**config.mk**
```make
export PLATFORM = sky130hd
export DESIGN_NAME = regfile_clr
export DESIGN_NICKNAME = d
export VERILOG_FILES = /design/src/rtl/regfile_clr.sv
export SDC_FILE = /design/constraint.sdc
export NUM_CORES = 1
export LEC_CHECK = 0
export BUFFER_PORTS_ARGS = -buffer_cell sky130_fd_sc_hd__buf_4
export CAP_MARGIN = 20
export CORE_ASPECT_RATIO = 0.8
export CORE_MARGIN = 3
export CORE_UTILIZATION = 45
export CTS_BUF_LIST = sky130_fd_sc_hd__clkbuf_4 sky130_fd_sc_hd__clkbuf_8 sky130_fd_sc_hd__clkbuf_16
export DETAILED_ROUTE_END_ITERATION = 10
export GPL_TIMING_DRIVEN = 1
export HOLD_SLACK_MARGIN = 0.08
export PLACE_DENSITY = 0.61
export SYNTH_ARGS = -nofsm -noshare
export SYNTH_HDL_FRONTEND = slang
export SYNTH_SLANG_ARGS = --single-unit
export TNS_END_PERCENT = 20
```
**constraint.sdc**
```tcl
create_clock -name clk -period 4.45 [get_ports clk]
set_input_delay 0 -clock clk [delete_from_list [all_inputs] [get_ports clk]]
set_output_delay 0 -clock clk [all_outputs]
set_load 0.1 [all_outputs]
```
**src/rtl/regfile_clr.sv**
```systemverilog
// Operand register bank for the 16-bit ALU: two async read ports, one sync write port,
// registered zero flag, and a one-register-per-cycle clear engine started by reset.
module regfile_clr #(
    parameter int DATA_W = 16,
    parameter int ADDR_W = 4,
    parameter int BYPASS = 1
) (
    input  logic              clk,
    input  logic              reset,
    input  logic [ADDR_W-1:0] ra1,
    input  logic [ADDR_W-1:0] ra2,
    output logic [DATA_W-1:0] rd1,
    output logic [DATA_W-1:0] rd2,
    input  logic              we3,
    input  logic [ADDR_W-1:0] wa3,
    input  logic [DATA_W-1:0] wd3,
    input  logic              zero_in,
    input  logic              z_we,
    output logic              z_flag,
    output logic              busy
);

    localparam int DEPTH = 2 ** ADDR_W;

    typedef enum logic {
        CLEAR,
        RUN
    } state_t;

    state_t            state;
    state_t            state_next;
    logic [ADDR_W-1:0] clr_ptr;
    logic [ADDR_W-1:0] clr_ptr_next;
    logic              busy_next;
    logic              wr_en;
    logic              z_en;
    logic              byp1;
    logic              byp2;
    logic [DATA_W-1:0] regs [DEPTH];

    assign wr_en = (state == RUN) && we3 && (wa3 != '0);
    assign z_en  = (state == RUN) && z_we;

    always_comb begin
        state_next   = state;
        clr_ptr_next = clr_ptr;
        busy_next    = busy;
        case (state)
            CLEAR: begin
                clr_ptr_next = clr_ptr + ADDR_W'(1);
                // The last register is cleared on the same edge that hands over to RUN.
                if (&clr_ptr) begin
                    state_next = RUN;
                    busy_next  = 1'b0;
                end
            end
            RUN:     state_next = RUN;
            default: state_next = CLEAR;
        endcase
    end

    always_ff @(posedge clk) begin
        if (reset) begin
            state   <= CLEAR;
            clr_ptr <= '0;
            busy    <= 1'b1;
            z_flag  <= 1'b0;
        end else begin
            state   <= state_next;
            clr_ptr <= clr_ptr_next;
            busy    <= busy_next;
            if (z_en) begin
                z_flag <= zero_in;
            end
        end
    end

    // Data storage carries no reset; the clear engine is what zeroes it.
    always_ff @(posedge clk) begin
        if (state == CLEAR) begin
            regs[clr_ptr] <= '0;
        end else if (wr_en) begin
            regs[wa3] <= wd3;
        end
    end

    assign byp1 = (BYPASS != 0) && wr_en && (ra1 == wa3);
    assign byp2 = (BYPASS != 0) && wr_en && (ra2 == wa3);

    assign rd1 = (busy || ra1 == '0) ? '0 : (byp1 ? wd3 : regs[ra1]);
    assign rd2 = (busy || ra2 == '0) ? '0 : (byp2 ? wd3 : regs[ra2]);

endmodule

```
## After elaboration in Yosys (flattened, before gate mapping)

Memories as Yosys holds them, arrays and structs flattened.
Cells that the tools add are included.

| cells by class | value |
|---|---|
| add/subtract/negate cells | 1 |
| mux-type cells | 13 |
| reduce and logical (&&, ||, !) cells | 13 |
| bitwise gates (word level) | 1 |
| equality and inequality tests | 2 |

Operators with widths:

| operator | number |
|---|---|
| 16-bit two-way mux | 5 |
| 16-bit OR reduction | 1 |
| 4-bit equality test | 2 |
| 4-bit zero test | 2 |
| 1-bit two-way mux | 6 |
| 1-bit logical AND | 5 |
| 5-bit AND reduction | 1 |
| 4-bit by 1-bit adder with 4-bit output (second input constant) | 1 |
| 4-bit two-way mux | 1 |
| 4-bit AND reduction | 1 |
| 4-bit nonzero test | 1 |
| 1-bit logical OR | 2 |
| 1-bit case mux with 2 select lines | 1 |
| 1-bit NOT | 1 |

| word-level totals | value |
|---|---|
| memories | 1 |
| flip-flop bits (word level) | 7 |
| RAM bits | 256 |
| input bits | 33 |
| output and inout bits | 34 |

Memory list:

| memory | words | bits a word | read ports | clocked after memory_dff | wr ports | RTL line | RTL |
|---|---|---|---|---|---|---|---|
| regs | 16 | 16 | 2 | 0 | 1 | 39 | `logic [DATA_W-1:0] regs [DEPTH];` |

## Longest topological paths before layout

Gate-level depths: netlist (run 1).

| logic depth | value |
|---|---|
| depth after elaboration | 7 |
| depth in mapped cells | 7 |

## Worst setup path after synthesis (run 1)

OpenSTA, ideal clock, no wires.

| timing | value |
|---|---|
| kind | register to output |
| start | register busy |
| end | output port rd2[10] |
| arrival time | 2.319 ns |
| required time | 4.450 ns |
| cell stages (with the launch flop) | 5 |
| slack | 2.131 ns |
| cells stage by stage | dfxtp_1 a21o_1 a31oi_1 buf_2 a22o_1 |

| between the ends | value |
|---|---|
| word-level cells in the longest chain between the ends | 2 |

Ends and longest elaborated chain:

| element | RTL line | RTL |
|---|---|---|
| start: declaration | 20 | `output logic busy` |
| start signal: assignment | 71 | `busy <= busy_next;` |
| 1-bit logical OR | 91 | `assign rd2 = (busy \|\| ra2 == '0) ? '0 : (byp2 ? wd3 : regs[ra2]);` |
| 16-bit two-way mux | 91 |  |
| end: declaration | 13 | `output logic [DATA_W-1:0] rd2,` |

No other way between the ends.

## Worst setup path after layout (run 1)

| timing | value |
|---|---|
| start | register state |
| end | output port rd2[7] |

| between the ends | value |
|---|---|
| word-level cells in the longest chain between the ends | 5 |

Ends and longest elaborated chain:

| element | RTL line | RTL |
|---|---|---|
| start: declaration | 30 | `state_t state;` |
| start signal: assignment | 69 | `state <= state_next;` |
| 1-bit logical AND (2 in series) | 41 | `assign wr_en = (state == RUN) && we3 && (wa3 != '0);` |
| 1-bit logical AND | 88 | `assign byp2 = (BYPASS != 0) && wr_en && (ra2 == wa3);` |
| 16-bit two-way mux (2 in series) | 91 |  |

No other way between the ends.

==> results by group, run 1 <==
STA
  • Worst Skew: 0.0102 ns
  • Slew margin rel.: 0.219
  • Final setup margin: 1.25 ns
  • Fin. Hold Viols: 0
  • Period utilization: 0.719
  • Fmax: 312 MHz
  • Setup TNS Final: 0 ns
  • Unrepaired setup endpoints after global routing: false
  • Least-Margin Pin Slew: 1.17 ns
  • Final Slew Violations: 0
  • Final min period: 3.20 ns
  • Final setup fails: 0

Worst hold path
  • HP Start: wd3[0]
  • Hold depth: 2
  • Min-Delay Path Class: input port to flop
  • Min-Delay Endpoint: regs[8][0]

Detailed routing
  • Average wire per standard cell: 30.4 µm
  • Vias: 7349
  • Final wirelength: 34300 µm
  • DR pass1 iterations: 5
  • 1st-iter DRT viols: 810
  • Avg Vias per Cell: 6.53
  • Routed Antenna Nets: 0
  • DRC viols: 0

Finish
  • Filler cell count: 2132
  • FF+latch area: 7830 µm²
  • Share of cells above drive strength 1: 0.372
  • Fin util: 0.538
  • Fin nets: 783
  • Syn-to-layout area delta: 15.3%
  • ANT cells: 0
  • Multi-input gate area: 4450 µm²

Synthesis
  • Seq/Total Area, Yosys: 0.625
  • Mapped cell area: 12500 µm²
  • Synth area leaders: edfxtp_1, mux4_2, a22oi_1
  • Post-synth EDFFs: 256
  • Asr flop ratio synth: 0
  • Yosys cell types: 39
  • Synthesized net count: 708
  • Yosys top cell by area: edfxtp_1
  • Synthesized area per cell: 18.6 µm²
  • Synth top cells by count: edfxtp_1, mux4_2, a22oi_1
  • #FFs+latches synth: 263
  • YS warnings: 0
  • Post-Syn Instances: 674
  • Top-area cell type share of the netlist area: 0.614
  • Top_reg_cell synth: edfxtp_1
  • Most frequent cell after synthesis: edfxtp_1

CTS
  • H-Tree Depth: 1
  • Num CTS Buffers: 27
  • Postcts setup bufs: 0
  • CTS clk-pin slew, worst paths: 0.06 ns
  • Clk buf depth: 3
  • Clk sinks: 263
  • CTS tree: built
  • Clock latency on the worst-skew pair: 0.54 ns
  • Root buffer cell: clkbuf_16
  • Resized cells post-CTS: 0

GRT
  • Initial antenna violation count: 0
  • Largest net degree at the start of global routing: 47
  • GRT Resource Usage Total: 0.236
  • First-pass GRT wire length: 51000 µm
  • Grt total ovfl: 0
  • Number of global-route vias before repair: 7560

Outcome
  • Outcome: complete, no violations

Die
  • Die X-Extent: 193 µm
  • IO Count: 67
  • # rows: 53
  • Core area: 26900 µm²
  • Die Y: 155 µm
  • Die area: 29900 µm²
  • Starting Density: 0.466

Pwr
  • VDD IR-drop max: 0.310 mV
  • Pleak: 5.11 nW
  • Pwr dens: 368 nW/µm²

Worst setup path
  • R2R Setup Slk: 1.80 ns
  • Crit Path Category: flop to primary output
  • Worst path required time: 4.45 ns
  • Worst Setup Start Kind: flop
  • Crit path arrival time: 3.20 ns
  • Crit Path Max Fanout: 16
  • Crit path capture type: primary output
  • Critical R2R Capture: regs[8][2]
  • Origin of the critical flop-to-flop path: state
  • R2R depth: 5

Place
  • PortBufs: 66
  • RePlAce Congestion: 0.848
  • Post-place setup slack: 1.83 ns
  • HPWL after DPL: 21100 µm

Flow run
  • Max-Cap Viols: 0
worst max path at each step:
stage               slack [ns]  cells after the start   from    endpoint
floorplan                 2.13                      4   busy     rd2[10]
CTS                       1.26                      5  state      rd2[7]
global route              1.07                      5  state      rd2[7]
global placement          1.74                      4  state  regs[0][8]
detailed placement        1.83                      5  state      rd2[7]
finish                    1.25                      5  state      rd2[7]
cell type report:
type                    instances  area share
multi-input cells             356       0.308
inverters                       3    0.000780
well taps                     357      0.0309
clock buffers                  29      0.0478
flip-flops and latches        263       0.542
clock inverters                20     0.00945
repair buffers                 98      0.0606
cell usage in the layout (no fill, tap or decap), types with 2 or more instances in the layout:
cell	count
a21o_1	4
a21oi_1	2
a22o_1	32
a22oi_1	64
a31oi_1	5
and2_1	19
buf_16	5
buf_4	86
buf_8	2
clkbuf_16	27
clkbuf_4	2
clkinv_1	8
clkinv_2	8
dfxtp_1	7
dlygate4sd3_1	3
edfxtp_1	256
inv_1	3
mux4_2	128
nand2_1	36
nand3_1	3
nor2_1	10
nor2_2	17
nor2b_1	6
nor3b_1	2
xnor2_1	4
xor2_1	7
worst max-delay path, stage by stage (launching register included):
cell	delay, ns
dfxtp_1	0.55
nand2_1	0.28
a2111oi_2	0.36
and4b_1	0.88
a22o_1	0.29
buf_4	0.30
logic make-up (layout without fill, tap and decap cells):
logic type,Yosys count,count (layout),share of synthesized area
multiplexers,129,129,0.231
AO/OA/AOI/OAI,115,115,0.0720
adder cells (fa/ha/maj),1,1,0.000999
AND/OR/NAND/NOR,100,100,0.0399
XOR/XNOR,11,11,0.00769
buffers and inverters,55,150,0.0235
flip-flops,263,263,0.625
report_power, final:
part / internal, W / switching [W] / leakage (nW)
Sequential: 0.00274 / 0.0000237 / 2.69
Clock: 0.00118 / 0.000929 / 0.414
Combinational: 0.000203 / 0.000243 / 2.00
registers in the layout, summed over array words and instances, names as in the netlist:
name and flops:
busy 1, clr_ptr 4, regs 256, state 1, z_flag 1
routing by layer:
metal | share of wire | global-route usage | wire, µm | up-vias
met1 | 0.40 | 0.329 | 13700 | 3919
met3 | 0.070 | 0.0417 | 2390 | 54
met5 | 0 | 0 | 0 | -
li1 | - | - | - | 3043
met4 | 0.022 | 0.0520 | 767 | 0
met2 | 0.51 | 0.393 | 17400 | 333
timing repair:
action                     CTS  global route
hold buffers                 3             0
hold endpoints to repair    10             0
setup endpoints to repair    0             0
metrics by stage:
stage | hold WS, ns | std cells | power (W) | instance area, µm²
floorplan | 0.0691 | 674 | 0.00309 | 12500
global placement | 0.216 | 1066 | 0.00322 | 13400
detailed placement | 0.220 | 1071 | 0.00326 | 13500
CTS | 0.0837 | 1123 | 0.00536 | 14400
global route | 0.113 | 1126 | 0.00550 | 14400
finish | 0.105 | 1126 | 0.00532 | 14400
(Power assumes the default switching activity.)
==> run 2: changes to the inputs <==
--- a/config.mk
+++ b/config.mk
@@ -5,6 +5,7 @@
 export SDC_FILE = /design/constraint.sdc
 export NUM_CORES = 1
 export LEC_CHECK = 0
+export ABC_AREA = 1
 export BUFFER_PORTS_ARGS = -buffer_cell sky130_fd_sc_hd__buf_4
 export CAP_MARGIN = 20
 export CORE_ASPECT_RATIO = 0.8
@@ -14,7 +15,7 @@
 export DETAILED_ROUTE_END_ITERATION = 10
 export GPL_TIMING_DRIVEN = 1
 export HOLD_SLACK_MARGIN = 0.08
-export PLACE_DENSITY = 0.61
+export PLACE_DENSITY = 0.6
 export SYNTH_ARGS = -nofsm -noshare
 export SYNTH_HDL_FRONTEND = slang
 export SYNTH_SLANG_ARGS = --single-unit
==> constraint.sdc (replaced) <==
create_clock -name clk -period 3.1 [get_ports clk]
set_input_delay 0 -clock clk [delete_from_list [all_inputs] [get_ports clk]]
set_output_delay 0 -clock clk [all_outputs]
set_load 0.1 [all_outputs]
==> results by group, run 2 <==
STA
  • Fmax: 349 MHz
  • Unrepaired setup endpoints after global routing: false (unchanged)
  • Final Slew Violations: 0 (unchanged)
  • Period utilization: 0.926
  • Slew margin rel.: 0.496 (was 0.219)
  • Setup TNS Final: 0 ns (unchanged)
  • Worst Skew: 0.0205 ns (was 0.0102 ns)
  • Final setup margin: 0.231 ns (was 1.25 ns)
  • Final setup fails: 0 (unchanged)
  • Fin. Hold Viols: 0 (unchanged)
  • Final min period: 2.87 ns
  • Least-Margin Pin Slew: 0.756 ns (was 1.17 ns)

Synthesis
  • Synthesized area per cell: 8.03 µm² (was 18.6 µm²)
  • Mapped cell area: 14600 µm² (was 12500 µm²)
  • Yosys top cell by area: edfxtp_1 (unchanged)
  • Top-area cell type share of the netlist area: 0.527 (was 0.614)
  • Synthesized net count: 1850 (was 708)
  • Asr flop ratio synth: 0 (unchanged)
  • Most frequent cell after synthesis: nand2_1 (was edfxtp_1)
  • #FFs+latches synth: 263 (unchanged)
  • Seq/Total Area, Yosys: 0.537 (was 0.625)
  • Synth top cells by count: nand2_1, nand3_1, inv_1 (was edfxtp_1, mux4_2, a22oi_1)
  • YS warnings: 0 (unchanged)
  • Yosys cell types: 28 (was 39)
  • Post-synth EDFFs: 256 (unchanged)
  • Synth area leaders: edfxtp_1, nand2_1, nand3_1 (was edfxtp_1, mux4_2, a22oi_1)
  • Top_reg_cell synth: edfxtp_1 (unchanged)
  • Post-Syn Instances: 1816 (was 674)

Worst hold path
  • Min-Delay Endpoint: state (was regs[8][0])
  • Hold depth: 3 (was 2)
  • HP Start: reset (was wd3[0])
  • Min-Delay Path Class: input port to flop (unchanged)

Die
  • Core area: 31700 µm² (was 26900 µm²)
  • # rows: 58 (was 53)
  • Die Y: 167 µm (was 155 µm)
  • Starting Density: 0.460 (was 0.466)
  • Die X-Extent: 207 µm (was 193 µm)
  • IO Count: 67 (unchanged)
  • Die area: 34600 µm² (was 29900 µm²)

GRT
  • Largest net degree at the start of global routing: 104 (was 47)
  • Grt total ovfl: 0 (unchanged)
  • GRT Resource Usage Total: 0.283 (was 0.236)
  • Number of global-route vias before repair: 11942 (was 7560)
  • First-pass GRT wire length: 74800 µm (was 51000 µm)
  • Initial antenna violation count: 3 (was 0)

Pwr
  • Net Switching: 0.00207 W (was 0.00120 W)
  • Power Total: 0.00832 W (was 0.00532 W)
  • Switching share of power: 0.249 (was 0.225)
  • VDD IR-drop max: 0.453 mV (was 0.310 mV)
  • Pwr dens: 497 nW/µm² (was 368 nW/µm²)
  • Combinational share of power: 0.115 (was 0.084)
  • Clock power frac: 0.410 (was 0.397)
  • Sequential power share: 0.475 (was 0.519)
  • Pleak: 7.52 nW (was 5.11 nW)
  • Internal power: 0.00625 W (was 0.00412 W)

Finish
  • Filler cell count: 2934 (was 2132)
  • Most frequent cells in the layout: nand2_1, nand3_1, inv_1 (was edfxtp_1, mux4_2, buf_4)
  • Number of flip-flops under the largest register name: 256 (unchanged)
  • Commonest non-fill, non-tap cell in the layout: nand2_1 (was edfxtp_1)
  • Syn-to-layout area delta: 14.7% (was 15.3%)
  • Largest Register: regs (unchanged)
  • Largest registers in the final layout: regs x256, clr_ptr x4 (unchanged)
  • FF+latch area: 7830 µm² (unchanged)
  • Fin util: 0.528 (was 0.538)
  • Fin nets: 1915 (was 783)
  • Multi-input gate area: 5190 µm² (was 4450 µm²)
  • Share of cells above drive strength 1: 0.114 (was 0.372)

Place
  • HPWL after DPL: 31600 µm (was 21100 µm)
  • RePlAce Congestion: 0.938 (was 0.848)
  • PortBufs: 66 (unchanged)
  • Post-place setup slack: 0.610 ns (was 1.83 ns)

Detailed routing
  • Top routing layer in use: met5 (was met4)
  • Vias: 12938 (was 7349)
  • WL met3: 6490 µm (was 2390 µm)
  • DR pass1 iterations: 5 (unchanged)
  • 1st-iter DRT viols: 1892 (was 810)
  • Average wire per standard cell: 21.6 µm (was 30.4 µm)
  • Final wirelength: 50300 µm (was 34300 µm)
  • DRT met1 WL: 21300 µm (was 13700 µm)
  • Metal2 WL: 20800 µm (was 17400 µm)
  • Avg Vias per Cell: 5.57 (was 6.53)
  • Routed Antenna Nets: 0 (unchanged)
  • DRC viols: 0 (unchanged)

CTS
  • Root buffer cell: clkbuf_16 (unchanged)
  • Clk buf depth: 3 (unchanged)
  • Clock latency on the worst-skew pair: 0.56 ns (was 0.54 ns)
  • CTS tree: built (unchanged)
  • CTS clk-pin slew, worst paths: 0.06 ns (about the same)
  • H-Tree Depth: 1 (unchanged)
  • Clk sinks: 263 (unchanged)
  • Num CTS Buffers: 28 (was 27)

Worst setup path
  • Crit path arrival time: 2.87 ns (was 3.20 ns)
  • R2R depth: 7 (was 5)
  • Worst Setup Start Kind: flop (unchanged)
  • R2R Setup Slk: 0.56 ns (was 1.80 ns)
  • Critical R2R Capture: regs[7][7] (was regs[8][2])
  • Crit Path Category: flop to primary output (unchanged)
  • Crit Path Max Fanout: 27 (was 16)
  • Origin of the critical flop-to-flop path: state (unchanged)
  • Worst path required time: 3.10 ns (was 4.45 ns)
  • Crit path capture type: primary output (unchanged)

Flow run
  • Max-Cap Viols: 0 (unchanged)

Outcome
  • Outcome: complete, no violations (unchanged)
run 2: changes by cell type after synthesis, moves of 49 or more:
cell	change
mux4_2	-128
nand3_1	+315
a21oi_1	+49
nor2_1	+164
a22oi_1	-64
nand2_1	+420
o21ai_0	+94
inv_1	+260
run 2: logic make-up (layout without fill, tap and decap cells):
family                   after synthesis  in the layout  synth area share
AND/OR/NAND/NOR                      982            982             0.284
buffers and inverters                381            467             0.111
AO/OA/AOI/OAI                        184            184            0.0646
adder cells (fa/ha/maj)                1              1          0.000858
flip-flops                           263            263             0.537
XOR/XNOR                               5              5           0.00300
other                                  0              1                 0
run 2: layout make-up:
type	instances	area share
Timing Repair Buffer	146	0.0731
Inverter	270	0.0608
Clock buffer	45	0.0535
Clock inverter	6	0.00299
Tap cell	420	0.0314
Antenna cell	1	0.000150
Sequential cell	263	0.468
Multi-Input combinational cell	1172	0.310
run 2: how the worst max path moves through the flow:
stage,from,to,cells after the start
2_1_floorplan,busy,rd1[10],4
3_3_place_gp,ra1[2],rd1[2],12
3_5_place_dp,state,regs[7][3],7
4_1_cts,state,rd1[2],10
5_1_grt,state,rd1[1],9
6_report,state,rd1[1],9
run 2: metrics by stage:
step / cell area (µm²) / cells / hold WS (ns)
2_1_floorplan: 14600 / 1816 / 0.0691
3_3_place_gp: 15600 / 2252 / 0.213
3_5_place_dp: 15600 / 2252 / 0.212
4_1_cts: 16700 / 2321 / 0.190
5_1_grt: 16700 / 2322 / 0.206
6_report: 16700 / 2323 / 0.214
run 2: power by group through the flow:
stage / sequential (W) / clock [W] / combinational (W)
after floorplan: 0.00402 / 0 / 0.000570
after global placement: 0.00402 / 0 / 0.000899
after detailed placement: 0.00402 / 0 / 0.000907
after CTS: 0.00395 / 0.00345 / 0.000929
after global routing: 0.00395 / 0.00361 / 0.00104
final: 0.00395 / 0.00341 / 0.000958
run 2: repair_timing:
action	CTS	global route
resized for setup	0	3
endpoints found under the setup margin	0	3
setup buffers	0	0
endpoints found under the hold margin	231	0
hold buffers	18	0
run 2: worst max-delay path: stages (launching register included):
cell and delay, ns:
dfxtp_1 0.38, nand2_1 0.10, clkinv_1 0.09, nand2_4 0.29, nor2_2 0.10, nand2_4 0.22
buf_4 0.34, o21ai_0 0.13, nor2_1 0.31, buf_4 0.36
run 2: metal layers:
layer / GRT usage / vias up
met5: 0 / -
met4: 0.0864 / 6
met3: 0.0900 / 99
met2: 0.408 / 764
met1: 0.409 / 6062
li1: - / 6007
==> run 3: changes to the inputs <==
--- a/config.mk
+++ b/config.mk
@@ -13,9 +13,10 @@
 export CORE_UTILIZATION = 45
 export CTS_BUF_LIST = sky130_fd_sc_hd__clkbuf_4 sky130_fd_sc_hd__clkbuf_8 sky130_fd_sc_hd__clkbuf_16
 export DETAILED_ROUTE_END_ITERATION = 10
-export GPL_TIMING_DRIVEN = 1
+export GPL_TIMING_DRIVEN = 0
 export HOLD_SLACK_MARGIN = 0.08
 export PLACE_DENSITY = 0.6
+export SETUP_SLACK_MARGIN = 0.4
 export SYNTH_ARGS = -nofsm -noshare
 export SYNTH_HDL_FRONTEND = slang
 export SYNTH_SLANG_ARGS = --single-unit
==> results by group, run 3 (synthesized netlist as in run 2, its figures left out) <==
Outcome
  • Outcome: complete, no violations (unchanged)

CTS
  • H-Tree Depth: 1 (unchanged)
  • Clock latency on the worst-skew pair: 0.59 ns (was 0.56 ns)
  • CTS tree: built (unchanged)
  • Num CTS Buffers: 29 (was 28)
  • Root buffer cell: clkbuf_16 (unchanged)
  • Clk buf depth: 3 (unchanged)
  • CTS clk-pin slew, worst paths: 0.07 ns (was 0.06 ns)
  • Resized cells post-CTS: 0 (unchanged)
  • Clk sinks: 263 (unchanged)

Detailed routing
  • Routed Antenna Nets: 0 (unchanged)
  • Average wire per standard cell: 25.9 µm (was 21.6 µm)
  • 1st-iter DRT viols: 2134 (was 1892)
  • Vias: 13878 (was 12938)
  • Avg Vias per Cell: 5.79 (was 5.57)
  • DRC viols: 0 (unchanged)
  • Final wirelength: 62200 µm (was 50300 µm)
  • DR pass1 iterations: 8 (was 5)

Die
  • IO Count: 67 (unchanged)
  • Core area: 31700 µm² (unchanged)
  • Die Y: 167 µm (unchanged)
  • Starting Density: 0.460 (unchanged)
  • Die area: 34600 µm² (unchanged)
  • Die X-Extent: 207 µm (unchanged)
  • # rows: 58 (unchanged)

STA
  • Hold_ws: 0.166 ns (was 0.214 ns)
  • Final setup margin: 0.431 ns (was 0.231 ns)
  • Final min period: 2.67 ns (was 2.87 ns)
  • Slew margin rel.: 0.196 (was 0.496)
  • Final Slew Violations: 0 (unchanged)
  • Final setup fails: 0 (unchanged)
  • Worst Skew: 0.0140 ns (was 0.0205 ns)
  • Fmax: 375 MHz (was 349 MHz)
  • Period utilization: 0.861 (was 0.926)
  • Setup TNS Final: 0 ns (unchanged)
  • Fin. Hold Viols: 0 (unchanged)
  • Unrepaired setup endpoints after global routing: true (was false)
  • Least-Margin Pin Slew: 1.21 ns (was 0.756 ns)

GRT
  • Grt total ovfl: 0 (unchanged)
  • GRT Resource Usage Total: 0.348 (was 0.283)
  • Largest net degree at the start of global routing: 17 (was 104)
  • Initial antenna violation count: 3 (unchanged)
  • First-pass GRT wire length: 87200 µm (was 74800 µm)
  • Number of global-route vias before repair: 12558 (was 11942)

Worst setup path
  • Crit path to: rd1[5] (was rd1[1])
  • Crit Path Category: flop to primary output (unchanged)
  • Critical R2R Capture: regs[3][5] (was regs[7][7])
  • R2R Setup Slk: 0.46 ns (was 0.56 ns)
  • Worst path required time: 3.10 ns (about the same)
  • Crit path capture type: primary output (unchanged)
  • Worst Setup Start Kind: flop (unchanged)
  • Crit Path Max Fanout: 10 (was 27)
  • R2R depth: 7 (unchanged)
  • Origin of the critical flop-to-flop path: state (unchanged)
  • Crit path arrival time: 2.67 ns (was 2.87 ns)
  • CP Launch Point: state (unchanged)

Finish
  • Commonest non-fill, non-tap cell in the layout: nand2_1 (unchanged)
  • Fin util: 0.543 (was 0.528)
  • Fin nets: 1987 (was 1915)
  • Share of cells above drive strength 1: 0.134 (was 0.114)
  • Largest registers in the final layout: regs x256, clr_ptr x4 (unchanged)
  • Most frequent cells in the layout: nand2_1, nand3_1, inv_1 (unchanged)
  • Largest Register: regs (unchanged)
  • Number of flip-flops under the largest register name: 256 (unchanged)
  • Syn-to-layout area delta: 18.0% (was 14.7%)
  • Final Cell Area: 17200 µm² (was 16700 µm²)

Pwr
  • Pleak: 7.72 nW (was 7.52 nW)
  • Pwr dens: 494 nW/µm² (was 497 nW/µm²)
  • VDD IR-drop max: 0.413 mV (was 0.453 mV)

Flow run
  • Max-Cap Viols: 0 (unchanged)

Place
  • RePlAce Congestion: 0.962 (was 0.938)
  • PortBufs: 60 (was 66)
  • Post-DP Area: 16100 µm² (was 15600 µm²)
  • Post-place setup slack: 0.511 ns (was 0.610 ns)
  • HPWL after DPL: 45100 µm (was 31600 µm)

Worst hold path
  • Min-Delay Path Class: input port to flop (unchanged)
==> run 3: cell count changes in the layout (fill, tap and decap cells not counted), moves of 6 or more <==
cell,change
buf_2,+55
buf_4,-43
clkbuf_1,+17
buf_1,+15
buf_6,+13
buf_8,+13
nor2_1,-9
nor2_2,+9
clkbuf_8,-8
buf_16,+7
buf_12,-6
==> run 3: per-layer routing <==
metal / share of wire / track usage / routed length, µm / vias up
met5: 0.00024 / 0 / 15 / -
met4: 0.051 / 0.141 / 3170 / 2
met1: 0.40 / 0.510 / 24900 / 6458
met3: 0.16 / 0.119 / 9930 / 179
li1: - / - / - / 6163
met2: 0.39 / 0.470 / 24100 / 1076
==> run 3: cell type report <==
cell class,count,area [µm²]
diodes,1,2.50
plain buffers,111,606
clock buffers,36,778
clock inverters,18,146
fillers,2939,14500
inverters,270,1020
multi-input cells,1172,5200
flip-flops and latches,263,7830
well taps,420,526
repair buffers,106,1100
==> run 3: worst max-delay path, cell delays in order, from the launching register on <==
cell,delay (ns)
dfxtp_1,0.51
nand2_1,0.10
clkinv_1,0.09
nand2_4,0.09
nor2_2,0.13
nand2_2,0.11
buf_6,0.18
nand3_1,0.10
nor2_1,0.05
nor2_1,0.33
buf_4,0.37
==> run 3: timing repair <==
action / in CTS / in global routing
setup buffers: 0 / 0
hold buffers: 18 / 0
endpoints found under the setup margin: 0 / 29
endpoints found under the hold margin: 208 / 0
==> run 3: worst min path at each step <==
stage / startpoint / to / slack (ns) / depth (start not counted)
after floorplan: reset / state / 0.07 / 1
after global placement: reset / state / 0.21 / 2
after detailed placement: reset / z_flag / 0.21 / 2
after CTS: reset / clr_ptr[3] / 0.17 / 3
after global routing: reset / state / 0.18 / 3
final: reset / clr_ptr[3] / 0.17 / 3
==> run 3: where the power goes <==
group          leakage (nW)  switching (W)  internal (W)
sequential             2.66      0.0000221       0.00393
combinational          4.59       0.000806      0.000302
clock                 0.469        0.00150       0.00195
==> run 3: stage by stage <==
stage / instances / power [W]
floorplan: 1816 / 0.00459
global route: 2396 / 0.00870
detailed placement: 2324 / 0.00505
CTS: 2396 / 0.00845
global placement: 2296 / 0.00501
finish: 2397 / 0.00850
